===== config.mk =====
export PLATFORM = sky130hd
export DESIGN_NAME = store_buffer
export DESIGN_NICKNAME = d
export VERILOG_FILES = /design/src/rtl/store_buffer_pkg.sv /design/src/rtl/sb_match.sv /design/src/rtl/store_buffer.sv
export SDC_FILE = /design/constraint.sdc
export NUM_CORES = 1
export LEC_CHECK = 0
export CAP_MARGIN = 10
export CORE_ASPECT_RATIO = 0.6
export CORE_MARGIN = 2
export CORE_UTILIZATION = 42
export DETAILED_ROUTE_END_ITERATION = 8
export GPL_TIMING_DRIVEN = 0
export PLACE_DENSITY = 0.65
export SLEW_MARGIN = 20
export SYNTH_ARGS = -nofsm -noshare
export SYNTH_HDL_FRONTEND = slang
export SYNTH_SLANG_ARGS = --single-unit

===== constraint.sdc =====
create_clock -name clk -period 4.7 [get_ports clk]
set_clock_uncertainty 0.1 [all_clocks]
set_input_delay 0.705 -clock clk [delete_from_list [all_inputs] [get_ports clk]]
set_output_delay 0.705 -clock clk [all_outputs]
set_load 0.02 [all_outputs]

===== src/rtl/store_buffer_pkg.sv =====
// Shared CPU memory-side definitions: store size encodings and pending-store entry layout.
// Data memory decodes the same SSEL constants, so both sides stay in lockstep.
package store_buffer_pkg;

    localparam int XLEN   = 32;
    localparam int SSEL_W = 2;

    localparam logic [SSEL_W-1:0] SSEL_WORD = 2'b00;
    localparam logic [SSEL_W-1:0] SSEL_BYTE = 2'b01;
    localparam logic [SSEL_W-1:0] SSEL_HALF = 2'b10;

    typedef struct packed {
        logic [XLEN-1:0]   addr;
        logic [XLEN-1:0]   data;
        logic [XLEN-1:0]   pc;
        logic [SSEL_W-1:0] ssel;
    } sb_entry_t;

    // Reserved encoding 2'b11 falls through as a word store.
    function automatic logic is_subword(input logic [SSEL_W-1:0] ssel);
        return (ssel == SSEL_BYTE) || (ssel == SSEL_HALF);
    endfunction

endpackage


===== src/rtl/sb_match.sv =====
// Load lookup: word-address compare against every live entry, youngest match wins.
// Latency: combinational. Backpressure: none, pure lookup.
module sb_match
    import store_buffer_pkg::*;
#(
    parameter int DEPTH = 4
) (
    input  logic [XLEN-3:0]            ent_wa   [DEPTH],
    input  logic [SSEL_W-1:0]          ent_ssel [DEPTH],
    input  logic [XLEN-1:0]            ent_data [DEPTH],
    input  logic [$clog2(DEPTH)-1:0]   head,
    input  logic [$clog2(DEPTH):0]     count,
    input  logic [XLEN-3:0]            ld_wa,
    output logic                       hit,
    output logic [SSEL_W-1:0]          ssel,
    output logic [XLEN-1:0]            data
);

    localparam int PW = $clog2(DEPTH);
    localparam int CW = PW + 1;

    logic [PW-1:0] idx;

    always_comb begin
        hit  = 1'b0;
        ssel = SSEL_WORD;
        data = '0;
        idx  = '0;
        // Walk from oldest to youngest so the last live match overrides earlier ones.
        for (int k = 0; k < DEPTH; k++) begin
            idx = head + PW'(k);
            if ((CW'(k) < count) && (ent_wa[idx] == ld_wa)) begin
                hit  = 1'b1;
                ssel = ent_ssel[idx];
                data = ent_data[idx];
            end
        end
    end

endmodule


===== src/rtl/store_buffer.sv =====
// Pending-store FIFO between MEM and data memory with word-granular load forwarding.
// Latency: enqueue visible next cycle; drain/forward outputs combinational from state. Backpressure: st_ready low when full.
module store_buffer
    import store_buffer_pkg::*;
#(
    parameter int DEPTH = 4
) (
    input  logic                 clk,
    input  logic                 reset,
    input  logic                 st_valid,
    input  logic [XLEN-1:0]      st_addr,
    input  logic [XLEN-1:0]      st_data,
    input  logic [XLEN-1:0]      st_pc,
    input  logic [SSEL_W-1:0]    st_ssel,
    output logic                 st_ready,
    input  logic                 ld_valid,
    input  logic [XLEN-1:0]      ld_addr,
    output logic                 ld_fwd,
    output logic [XLEN-1:0]      ld_fwd_data,
    output logic                 ld_stall,
    input  logic                 drain_ok,
    output logic                 dm_we,
    output logic [XLEN-1:0]      dm_a,
    output logic [XLEN-1:0]      dm_wd,
    output logic [XLEN-1:0]      dm_pc,
    output logic [SSEL_W-1:0]    dm_ssel,
    output logic                 empty
);

    localparam int PW = $clog2(DEPTH);
    localparam int CW = PW + 1;

    sb_entry_t       ent [DEPTH];
    logic [PW-1:0]   head;
    logic [PW-1:0]   tail;
    logic [CW-1:0]   count;
    logic            enq;
    logic            deq;

    logic [XLEN-3:0]   ent_wa   [DEPTH];
    logic [SSEL_W-1:0] ent_ssel [DEPTH];
    logic [XLEN-1:0]   ent_data [DEPTH];
    logic              m_hit;
    logic [SSEL_W-1:0] m_ssel;
    logic [XLEN-1:0]   m_data;

    // Byte offset within the word plays no part in forwarding decisions.
    logic unused_ld_lo;
    assign unused_ld_lo = ^ld_addr[1:0];

    // Gating with reset keeps the handshake quiet while reset is held low.
    assign empty    = (count == '0);
    assign st_ready = reset && (count < CW'(DEPTH));
    assign dm_we    = reset && drain_ok && !empty;
    assign enq      = st_valid && st_ready;
    assign deq      = dm_we;

    assign dm_a    = ent[head].addr;
    assign dm_wd   = ent[head].data;
    assign dm_pc   = ent[head].pc;
    assign dm_ssel = ent[head].ssel;

    always_ff @(posedge clk or negedge reset) begin
        if (!reset) begin
            head  <= '0;
            tail  <= '0;
            count <= '0;
            for (int i = 0; i < DEPTH; i++) begin
                ent[i] <= '0;
            end
        end else begin
            if (enq) begin
                ent[tail] <= '{addr: st_addr, data: st_data, pc: st_pc, ssel: st_ssel};
                tail      <= tail + PW'(1);
            end
            if (deq) begin
                head <= head + PW'(1);
            end
            case ({enq, deq})
                2'b10:   count <= count + CW'(1);
                2'b01:   count <= count - CW'(1);
                default: count <= count;
            endcase
        end
    end

    always_comb begin
        for (int i = 0; i < DEPTH; i++) begin
            ent_wa[i]   = ent[i].addr[XLEN-1:2];
            ent_ssel[i] = ent[i].ssel;
            ent_data[i] = ent[i].data;
        end
    end

    sb_match #(.DEPTH(DEPTH)) u_match (
        .ent_wa   (ent_wa),
        .ent_ssel (ent_ssel),
        .ent_data (ent_data),
        .head     (head),
        .count    (count),
        .ld_wa    (ld_addr[XLEN-1:2]),
        .hit      (m_hit),
        .ssel     (m_ssel),
        .data     (m_data)
    );

    // Sub-word stores can't be merged into a word load, so the load waits for the drain.
    assign ld_fwd      = ld_valid && m_hit && !is_subword(m_ssel);
    assign ld_stall    = ld_valid && m_hit &&  is_subword(m_ssel);
    assign ld_fwd_data = ld_fwd ? m_data : '0;

endmodule

==> impl_metrics.toml <==
[synthesis]
ys.flop_type = "dfrtp_1"
ys_types = 69
synth-edff-count = 0
syn_area_um2 = 25200
syn_nets = 2013
synth-async-reset-ratio_pct = 100
yosysWarnings = 0
syn_avg_cell_area_um2 = 13.5
netlist_instances = 1869
yosys_register_bits = 399
yosysSeqAreaShare_pct = 39.6

[sta]
worstMarginPinSlew_ns = 1.16
setup_viol = 35
hold_violations = 0
rsz0062_at_grt = "true"
final_max_slew_viol_count = 0
relSlewSlack_pct = 23.0
fmax_ghz = 0.180
period_needed_ns = 5.56
fin_crit_sh_pct = 118
finalWorstSetupSlack_ns = -0.859

[power_and_ir_drop]
total_leakage_power_nw = 13.4
power.density_nw_per_um2 = 825
ir_drop_v = 0.000382

[finish]
fillers = 4816
instances_no_fill = 3087
area_growth_pct = 33.7
fin_area_um2 = 33700
drive_above_1_share_pct = 47.9
final_nets = 2414

[run_status]
status = "complete, but fails checks"
violations = "negative setup slack"

[clocking]
clock_sinks = 399
cts_max_path_buffers = 3
path_clk_slew_ns = 0.06
htreeDepth = 2
root_buffer = "clkbuf_16"
clock_latency_ns = 0.59
cts_inserted_buffers = 42
cts_tree = "done"

[placement]
gp_congestion = 1.02
port_buffers = 244
dp_hpwl_um = 72800
dp_cells = 2900
placed_cell_area_um2 = 28800

[global_route]
grt_overflow = 0
grt_max_degree = 104
grt_pass1_vias = 20176
grt_usage_pct = 32.1
antenna_found_initial = 9
grt_pass1_wl_um = 145000

[worst_setup_path]
ff2ff_setup_slack_ns = 1.26
arrival_ns = 4.75
cp.required_ns = 3.89
path_cells = "buf_12 -> buf_16 -> buf_16 -> buf_16 -> buf_16 -> mux2i_2 -> mux2i_2 -> xnor2_2 -> o2111ai_2 -> or4_4 -> buf_6 -> buf_8 -> o311a_4 -> a2111oi_4 -> buf_4"
crit_top_cell = "buf_16"
critPathMaxFanout = 10
rr_startpoint = "count[2]$_DFFE_PN0P_"
reg2regPathDepth = 6
crit_type = "reg2out"
start_kind = "flip-flop"
crit_family = "buffers and inverters"
endpoint_kind = "output port"
path_buf_inv = 8
timing.rr.end = "ent[383]$_DFFE_PN0P_"
slowest_stage = "or4_4"
slowest_delay_ns = 0.70

[worst_hold_path]
hold_start = "ent[112]$_DFFE_PN0P_"
hold_end = "ent[112]$_DFFE_PN0P_"
hold_class = "reg2reg"
hold_path_depth = 1

[detailed_routing]
drtIter0Drc = 2031
dr.pass1.iters = 5
viasPerCell = 6.43
routed_wl_um = 101000
route.detailed.drc = 0
ant_nets = 0
wl_per_cell_um = 32.6
dr_total_vias = 19835

[job]
drv.max_cap_violation_count = 0

[die]
die_h_um = 194
fp.coreArea_um2 = 59200
die_x_um = 320
io_pins = 270
initial_core_util_pct = 42.5
rows = 69
die_area_um2 = 62000
per-layer routing:
metal	track usage [%]	part of all wire (%)	routed length (um)
met1	48.8	46	46100
met5	2.45	0.16	161
met2	43.4	40	40800
met4	7.13	2.3	2270
met3	11.3	11	11500
power by group:
part	leakage [nW]	internal, mW	switching, mW
combinational	7.84	8.65	8.64
sequential	4.87	5.12	1.69
clock	0.726	2.16	1.52
total	13.4	15.9	11.8
state kept, by name, summed over array words and instances, names as in the netlist:
signal  count
ent       392
count       3
head        2
tail        2
worst max path at each step:
stage	from	to	slack, ns	cells past startpoint
after floorplan	ld_addr[2]	ld_fwd_data[0]	0.04	9
after global placement	reset	ent[238]$_DFFE_PN0P_	-14.29	1
after detailed placement	head[1]$_DFFE_PN0P_	ld_fwd_data[26]	-2.24	15
after CTS	head[1]$_DFFE_PN0P_	ld_fwd_data[18]	-0.79	15
after global routing	head[1]$_DFFE_PN0P_	ld_fwd_data[15]	-0.88	18
final	head[1]$_DFFE_PN0P_	ld_fwd_data[12]	-0.86	15
Yosys cell counts, drive strengths merged (4+ instances only):
master / instances / area, um2
or2: 5 / 31.3
o2111ai: 6 / 52.6
nor3: 8 / 40.0
clkbuf: 80 / 300
nand3: 38 / 190
a21oi: 17 / 85.1
a221oi: 8 / 70.1
o221ai: 6 / 52.6
mux2i: 135 / 1350
a2bb2oi: 4 / 35.0
o22ai: 11 / 68.8
buf: 96 / 571
nor2: 57 / 216
nand2: 50 / 188
dfrtp: 399 / 9980
mux2: 413 / 4650
nor4: 11 / 75.1
o311a: 33 / 330
nand4: 41 / 257
a22oi: 7 / 52.6
mux4: 194 / 4370
a2111oi: 36 / 507
o21ai: 17 / 85.1
or3: 4 / 25.0
xor2: 37 / 324
xnor2: 76 / 666
a22o: 4 / 35.0
and2: 8 / 50.1
nor2b: 5 / 31.3
inv: 14 / 52.6
ha: 9 / 113
cell families (layout without fill, tap and decap cells):
kind of cell               count (synthesis)  in the layout  share of synthesized area (%)
DFF                                      399            399                           39.6
xor gates and xnor gates                 113            113                           3.93
and+or+nand+nor                          240            240                           4.77
AOI/OAI and AO/OA                        175            175                           6.36
buffers and inverters                    191            623                           3.68
muxes                                    742            742                           41.2
other                                      0              5                              0
adders and majority gates                  9              9                          0.447
final cells by class:
class,count,area [um2],share of cell area (%)
Sequential cell,399,9980,29.6
Multi-Input combinational cell,1279,15900,47.1
Buffer,172,1620,4.80
Antenna cell,5,12.5,0.0372
Clock buffer,58,1220,3.63
Timing Repair Buffer,361,3660,10.9
Clock inverter,17,269,0.799
Tap cell,781,977,2.90
Inverter,15,56.3,0.167
per-stage QoR:
| stage | power [mW] | util, % | setup slack, ns | hold slack (ns) | TNS, ns |
|---|---|---|---|---|---|
| after global placement | 21.0 | 48.3 | -14.29 | 0.381 | - |
| after global routing | 28.8 | 56.9 | -0.875 | 0.413 | -27.55 |
| after floorplan | 15.6 | - | 0.0406 | 0.309 | 0 |
| after detailed placement | 21.3 | 48.5 | -2.24 | 0.387 | -147.96 |
| after CTS | 27.0 | 55.6 | -0.786 | 0.401 | -24.30 |
| final | 27.8 | 56.9 | -0.859 | 0.399 | -26.63 |
repair_timing:
action,CTS,global route
pin swaps,54,33
cloned,6,4
setup buffers,69,33
endpoints found under the setup margin,113,160
endpoints found under the hold margin,51,0
hold buffers,1,0
gates resized for setup,630,144
cell usage in the layout (no fill, tap or decap), types with 26 or more instances in the layout:
cell,instances
mux2_2,409
dfrtp_1,399
mux4_2,194
clkdlybuf4s50_1,165
buf_4,115
mux2i_1,91
xnor2_1,57
nor2_1,54
clkbuf_1,49
clkbuf_16,48
nand2_1,45
nand4_1,41
nand3_1,37
buf_12,36
a2111oi_4,34
buf_1,31
xor2_1,31
clkbuf_2,28
mux2i_4,26
No activity file was read; power rests on OpenSTA's default activity.
